## config.mk

```make
export PLATFORM = sky130hd
export DESIGN_NAME = score_keeper
export DESIGN_NICKNAME = d
export VERILOG_FILES = /design/src/rtl/score_keeper.sv
export SDC_FILE = /design/constraint.sdc
export NUM_CORES = 1
export LEC_CHECK = 0
export CORE_AREA = 2 2 96 98
export CTS_CLUSTER_SIZE = 40
export DETAILED_ROUTE_END_ITERATION = 6
export DIE_AREA = 0 0 98 100
export PLACE_DENSITY = 0.75
export SYNTH_ARGS = -nofsm -noshare
export SYNTH_HDL_FRONTEND = slang
export SYNTH_SLANG_ARGS = --single-unit
```

## constraint.sdc

```tcl
create_clock -name vga_clk -period 4.3 [get_ports vga_clk]
set_input_delay 0.43 -clock vga_clk [delete_from_list [all_inputs] [get_ports vga_clk]]
set_output_delay 0.43 -clock vga_clk [all_outputs]
set_load 0.02 [all_outputs]
```

## src/rtl/score_keeper.sv

```systemverilog
// ============================================================================
// Module   : score_keeper
// Purpose  : Two-player BCD score accumulator and level sequencer with
//            frame-latched display shadows.
// Revision : 1.0 - initial release
// ============================================================================
`default_nettype none

module score_keeper #(
  parameter int MAX_LEVEL    = 9,
  parameter int PAUSE_FRAMES = 60
) (
  input  logic       vga_clk,
  input  logic       Reset,
  input  logic       frame_end,
  input  logic       hit_p1,
  input  logic       hit_p2,
  input  logic [3:0] pts_p1,
  input  logic [3:0] pts_p2,
  input  logic       level_clear,
  input  logic       game_restart,
  output logic [9:0] level,
  output logic [9:0] score,
  output logic [9:0] score_tens,
  output logic [9:0] score_hundreds,
  output logic [9:0] score2,
  output logic [9:0] score2_tens,
  output logic [9:0] score2_hundreds,
  output logic       level_paused,
  output logic       game_won
);

  localparam logic [1:0] c_PLAY  = 2'd0;
  localparam logic [1:0] c_PAUSE = 2'd1;
  localparam logic [1:0] c_WON   = 2'd2;

  localparam int             c_CNT_W = $clog2(PAUSE_FRAMES + 1);
  localparam logic [c_CNT_W-1:0] c_LAST = c_CNT_W'(PAUSE_FRAMES - 1);
  localparam logic [3:0]     c_MAX   = 4'(MAX_LEVEL);

  // Adds one clamped hit value to a packed {hundreds, tens, ones} BCD score,
  // saturating at 999 instead of wrapping.
  function automatic logic [11:0] bcd_add(input logic [11:0] d, input logic [3:0] pts);
    logic [3:0] p;
    logic [4:0] s;
    logic [3:0] o;
    logic [3:0] t;
    logic [3:0] h;
    logic       c1;
    logic       c2;
    p  = (pts > 4'd9) ? 4'd9 : pts;
    s  = {1'b0, d[3:0]} + {1'b0, p};
    c1 = (s >= 5'd10);
    o  = c1 ? 4'(s - 5'd10) : s[3:0];
    t  = d[7:4] + {3'b000, c1};
    c2 = (t == 4'd10);
    if (c2) t = 4'd0;
    h  = d[11:8] + {3'b000, c2};
    if (h == 4'd10) bcd_add = 12'h999;
    else            bcd_add = {h, t, o};
  endfunction

  logic [11:0]        r_p1;
  logic [11:0]        r_p2;
  logic [11:0]        r_p1_shadow;
  logic [11:0]        r_p2_shadow;
  logic [3:0]         r_level;
  logic [3:0]         r_level_shadow;
  logic [1:0]         r_state;
  logic [c_CNT_W-1:0] r_cnt;
  logic               r_paused;
  logic               r_won;

  logic [1:0]         w_state_nxt;
  logic [c_CNT_W-1:0] w_cnt_nxt;
  logic [3:0]         w_level_nxt;
  logic [11:0]        w_p1_nxt;
  logic [11:0]        w_p2_nxt;

  always_comb begin
    w_state_nxt = r_state;
    w_cnt_nxt   = r_cnt;
    w_level_nxt = r_level;
    case (r_state)
      c_PLAY: begin
        if (level_clear) begin
          if (r_level < c_MAX) begin
            w_state_nxt = c_PAUSE;
            w_cnt_nxt   = '0;
          end else begin
            w_state_nxt = c_WON;
          end
        end
      end
      c_PAUSE: begin
        if (frame_end) begin
          if (r_cnt == c_LAST) begin
            w_cnt_nxt   = '0;
            w_level_nxt = r_level + 4'd1;
            w_state_nxt = c_PLAY;
          end else begin
            w_cnt_nxt = r_cnt + 1'b1;
          end
        end
      end
      default: ;
    endcase
  end

  assign w_p1_nxt = (r_state == c_PLAY && hit_p1) ? bcd_add(r_p1, pts_p1) : r_p1;
  assign w_p2_nxt = (r_state == c_PLAY && hit_p2) ? bcd_add(r_p2, pts_p2) : r_p2;

  always_ff @(posedge vga_clk or posedge Reset) begin
    if (Reset) begin
      r_p1           <= '0;
      r_p2           <= '0;
      r_p1_shadow    <= '0;
      r_p2_shadow    <= '0;
      r_level        <= 4'd1;
      r_level_shadow <= 4'd1;
      r_state        <= c_PLAY;
      r_cnt          <= '0;
      r_paused       <= 1'b0;
      r_won          <= 1'b0;
    end else if (game_restart) begin
      r_p1           <= '0;
      r_p2           <= '0;
      r_p1_shadow    <= '0;
      r_p2_shadow    <= '0;
      r_level        <= 4'd1;
      r_level_shadow <= 4'd1;
      r_state        <= c_PLAY;
      r_cnt          <= '0;
      r_paused       <= 1'b0;
      r_won          <= 1'b0;
    end else begin
      r_p1     <= w_p1_nxt;
      r_p2     <= w_p2_nxt;
      r_level  <= w_level_nxt;
      r_state  <= w_state_nxt;
      r_cnt    <= w_cnt_nxt;
      r_paused <= (w_state_nxt == c_PAUSE);
      r_won    <= (w_state_nxt == c_WON);
      // Shadows take the pre-edge values so a coincident event shows next frame.
      if (frame_end) begin
        r_p1_shadow    <= r_p1;
        r_p2_shadow    <= r_p2;
        r_level_shadow <= r_level;
      end
    end
  end

  assign level           = {6'b0, r_level_shadow};
  assign score           = {6'b0, r_p1_shadow[3:0]};
  assign score_tens      = {6'b0, r_p1_shadow[7:4]};
  assign score_hundreds  = {6'b0, r_p1_shadow[11:8]};
  assign score2          = {6'b0, r_p2_shadow[3:0]};
  assign score2_tens     = {6'b0, r_p2_shadow[7:4]};
  assign score2_hundreds = {6'b0, r_p2_shadow[11:8]};
  assign level_paused    = r_paused;
  assign game_won        = r_won;

endmodule

`default_nettype wire

```

==> results <==
- The relative slew slack is 33.0%.
- The net switching share of the total power is 29.1%.
- The synthesized design contains 66 register bits.
- The global route total overflow is 0.
- Internal power comes to 1230 uW.
- Of the total power, combinational logic draws 27.9%.
- Timing would allow up to 236 MHz.
- The number of H-tree branching levels is 3.
- At the end of routability-driven placement, the weighted congestion stood at 0.849.
- The final standard cell utilization of the core is 57.4%.
- Dividing the detail-routed wire length by the instance count gives 15.1 um.
- Once detailed placement completed, the half-perimeter wirelength came to 5.76 mm.
- During placement, the flow inserted port buffers numbering 44.
- Of the cells placed in the final design, the portion with a size suffix greater than 1 is 22.6%.
- Yosys printed 0 warnings.
- In this design, the stage delay of the slowest critical-path cell is 0.40 ns.
- For this run, the post-layout net count is 525.
- The setup violation total in the final timing report is 0.
- The number of synthesized flops with an enable pin is 0.
- The non-filler instance count after layout is 603.
- Dividing the final minimum period by the clock period gives 98.5%.
- From synthesis to final layout, the design area changed by 29.8%.
- The main flop type after synthesis is sky130_fd_sc_hd__dfrtp_1.
- The chip width is 98 um.
- STA classifies the critical path startpoint as a primary input.
- The area occupied by multi-input gates is 2200 um2.
- In the post-synthesis netlist, the biggest area contributors are sky130_fd_sc_hd__dfrtp_1, sky130_fd_sc_hd__mux2i_1, sky130_fd_sc_hd__buf_4.
- The library cells used most frequently in the layout, excluding fill and tap cells, are sky130_fd_sc_hd__dfrtp_1, sky130_fd_sc_hd__buf_4, sky130_fd_sc_hd__conb_1.
- In this run the register-to-register setup slack is 0.26 ns.
- The count of endpoints failing hold in the final timing report is 0.
- The filler cell count in the final layout is 739.
- The worst path required time is 4.54 ns.
- The pin count of the biggest net entering global routing is 48.
- The core region is 8890 um2.
- The area of the die is 9800 um2.
- The overall die height is 100 um.
- The portion of the post-synthesis area used by sequential elements is 42.1%.
- In this run the remaining antenna-violating nets after routing total 0.
- The worst-case vdd ir drop is 0.192 mV.
- The critical path class is primary input to flip-flop.
- The global-route wire length before repair is 14.2 mm.
- The count of inserted antenna diode cells is 0.
- The type of the most critical hold path is flip-flop to flip-flop.
- The largest individual stage delay along the critical path comes from the cell sky130_fd_sc_hd__clkdlybuf4s50_1.
- The quantity of hold-fixing buffers added after cts is 0.
- After synthesis, the netlist uses 46 different library cells.
- The via-per-instance ratio is 5.09.
- The analysis attributes to cell leakage a power of 0.00252 uW.
- The signal arrival time at the worst endpoint is 4.48 ns.
- The clock network accounts for 33.2% of the total power.
- The synthesized netlist cell count is 396.
- The placement row count is 35.
- The storage element area is 1650 um2.
- In the routed design, unresolved DRC markers number 0.
- The violation count after the first detailed-route iteration is 188.
- The cell at the root of the clock tree is sky130_fd_sc_hd__clkbuf_8.
- The power density over the cells is 339 nW/um2.
- CTS saw 66 sinks.
- The mean instance size in the synthesized netlist is 9.93 um2.
- Across all layers, the routed design uses 3067 vias.
- The number of global-route vias before repair is 3046.
- Along the worst path, the maximum fanout reaches 6.
- The post-synthesis async set-or-reset flop share is 100%.
- The CTS tree is done.
- The overall track demand over capacity in global routing is 18.0%.
- The dominant cell type by area after synthesis is sky130_fd_sc_hd__dfrtp_1.
- The wire length after detailed routing is 9.08 mm.
- Sequential cells account for 38.9% of the total power.
- The maximum buffer depth of the clock tree is 2.
- The initial antenna violation count was 0.
- Max-cap violations in this run came to 0.
- The clock insertion delay at the later pin of the skew report is 0.35 ns.
- The CTS clock-pin slew for the worst setup and hold paths is 0.08 ns.
- The mapped cell area is 3930 um2.
- The number of clock buffers added by TritonCTS is 9.
- The flow ran to the end, and the final reports show no timing, DRC or antenna violations.
- The worst setup path is captured at a flip-flop.
- During I/O placement, the number of pins put on the boundary was 87.
- The library cell used most frequently in the layout, excluding fill and tap cells, is sky130_fd_sc_hd__dfrtp_1.
- The detailed-router iteration count before antenna repair is 4.
- The top cell type by area accounts for 40.7% of the synthesized area.
- For the pin with the worst max-slew slack, the measured transition is 1.00 ns.
- The minimum clock period after layout is 4.24 ns.
- The number of pins with negative max-slew slack in the final report is 0.
- For this design the total switching power over the nets is 503 uW.
- The starting density of the core is 44.2%.
- Traced cell by cell, the critical path runs through clkdlybuf4s50_1 > nand2b_1 > ha_2 > fa_2 > xor2_2 > inv_1 > ha_2 > o221ai_2 > a31oi_2 > inv_1 > ha_2 > ha_4 > xor2_1 > nor3b_2 > nor2b_4 > ha_4 > ha_4 > xor2_1 > nor3b_2 > and2_4 > nor3_1 > a22o_1.
- The final clock skew is 0.0148 ns.
- The post-placement cell count is 563.
==> metal layers <==
layer	track usage [%]	vias to the layer above	wire length (um)
li1	-	1458	-
met1	23.4	1483	3960
met2	29.1	103	4490
met3	3.34	23	392
met4	9.29	0	236
met5	0	-	0
==> worst max-delay path: cells and delay by family <==
kind	cells	cell delay (ns)
compound gates	3	0.46
xor+xnor	3	0.42
fa+ha+maj	7	1.42
buf+inv	3	0.55
simple gates	6	1.21
==> Yosys cell counts, types with 3 or more instances <==
library cell	instances
sky130_fd_sc_hd__a21oi_1	15
sky130_fd_sc_hd__a22o_1	10
sky130_fd_sc_hd__a31oi_1	4
sky130_fd_sc_hd__a41oi_1	3
sky130_fd_sc_hd__buf_2	6
sky130_fd_sc_hd__buf_4	43
sky130_fd_sc_hd__clkbuf_1	5
sky130_fd_sc_hd__dfrtp_1	64
sky130_fd_sc_hd__ha_1	21
sky130_fd_sc_hd__inv_1	19
sky130_fd_sc_hd__mux2i_1	35
sky130_fd_sc_hd__nand2_1	26
sky130_fd_sc_hd__nand2b_1	6
sky130_fd_sc_hd__nand3_1	8
sky130_fd_sc_hd__nor2_1	40
sky130_fd_sc_hd__nor2b_1	7
sky130_fd_sc_hd__nor3_1	8
sky130_fd_sc_hd__nor3b_1	4
sky130_fd_sc_hd__o21ai_0	19
sky130_fd_sc_hd__xnor2_1	5
sky130_fd_sc_hd__xor2_1	12
==> power groups by stage <==
stage / combinational, uW / sequential, uW / clock (uW)
2_1_floorplan: 278 / 683 / 0
3_3_place_gp: 369 / 682 / 0
3_5_place_dp: 382 / 682 / 0
4_1_cts: 431 / 671 / 580
5_1_grt: 528 / 676 / 607
6_report: 483 / 673 / 575
==> layout make-up <==
cell class              count  share of cell area (%)
clock inverters             3                    1.27
clock buffers              13                    2.92
well taps                 111                    2.72
repair buffers             94                    16.3
inverters                  19                    1.40
multi-input cells         297                    43.0
flip-flops and latches     66                    32.4
==> registers in the layout, indices dropped and copies added, names as in the netlist <==
| name | cells |
|---|---|
| r_level_shadow | 4 |
| r_cnt | 6 |
| r_level | 4 |
| r_p1 | 12 |
| level_paused | 1 |
| r_p1_shadow | 12 |
| r_p2 | 12 |
| r_p2_shadow | 12 |
| game_won | 1 |
| r_state | 2 |
==> kinds of logic (layout without fill, tap and decap cells) <==
kind of cell | after synthesis | count (layout) | synth area share (%)
adders and majority gates | 23 | 23 | 7.70
DFF | 66 | 66 | 42.1
xor gates and xnor gates | 17 | 17 | 3.79
other | 1 | 42 | 0.0954
muxes | 37 | 37 | 9.48
buffers and inverters | 74 | 129 | 11.4
and+or+nand+nor | 112 | 112 | 14.4
AOI/OAI and AO/OA | 66 | 66 | 11.1
==> worst paths after layout <==
check | from | to | cells past startpoint
setup / recovery | pts_p2[0] | r_p2[5] | 22
setup reg to reg | r_p1[0] | r_p1[3] | 21
min in group asynchronous | Reset | r_level_shadow[3] | 2
hold / removal | r_cnt[5] | r_cnt[5] | 1
hold reg to reg | r_cnt[5] | r_cnt[5] | 1
max in group asynchronous | Reset | r_level[0] | 3
==> metrics by stage <==
| stage | power [uW] | worst slack (ns) | hold WS [ns] | setup TNS, ns | cell area (um2) |
|---|---|---|---|---|---|
| 2_1_floorplan | 961 | 0.0345 | 0.450 | 0 | 4090 |
| 3_3_place_gp | 1050 | -0.587 | 0.474 | -8.71 | 4480 |
| 3_5_place_dp | 1060 | -0.731 | 0.477 | -12.90 | 4480 |
| 4_1_cts | 1680 | 0.00143 | 0.488 | 0 | 4920 |
| 5_1_grt | 1810 | -0.138 | 0.526 | -0.682 | 5100 |
| 6_report | 1730 | 0.0628 | 0.489 | 0 | 5100 |
==> timing repair <==
item | 4_1_cts | 5_1_grt
setup buffers | 16 | 8
hold endpoints to repair | 0 | 0
gates resized for setup | 32 | 23
endpoints found under the setup margin | 20 | 22
pin swaps | 8 | 15
Note: power is estimated with default switching activity, not from simulation.
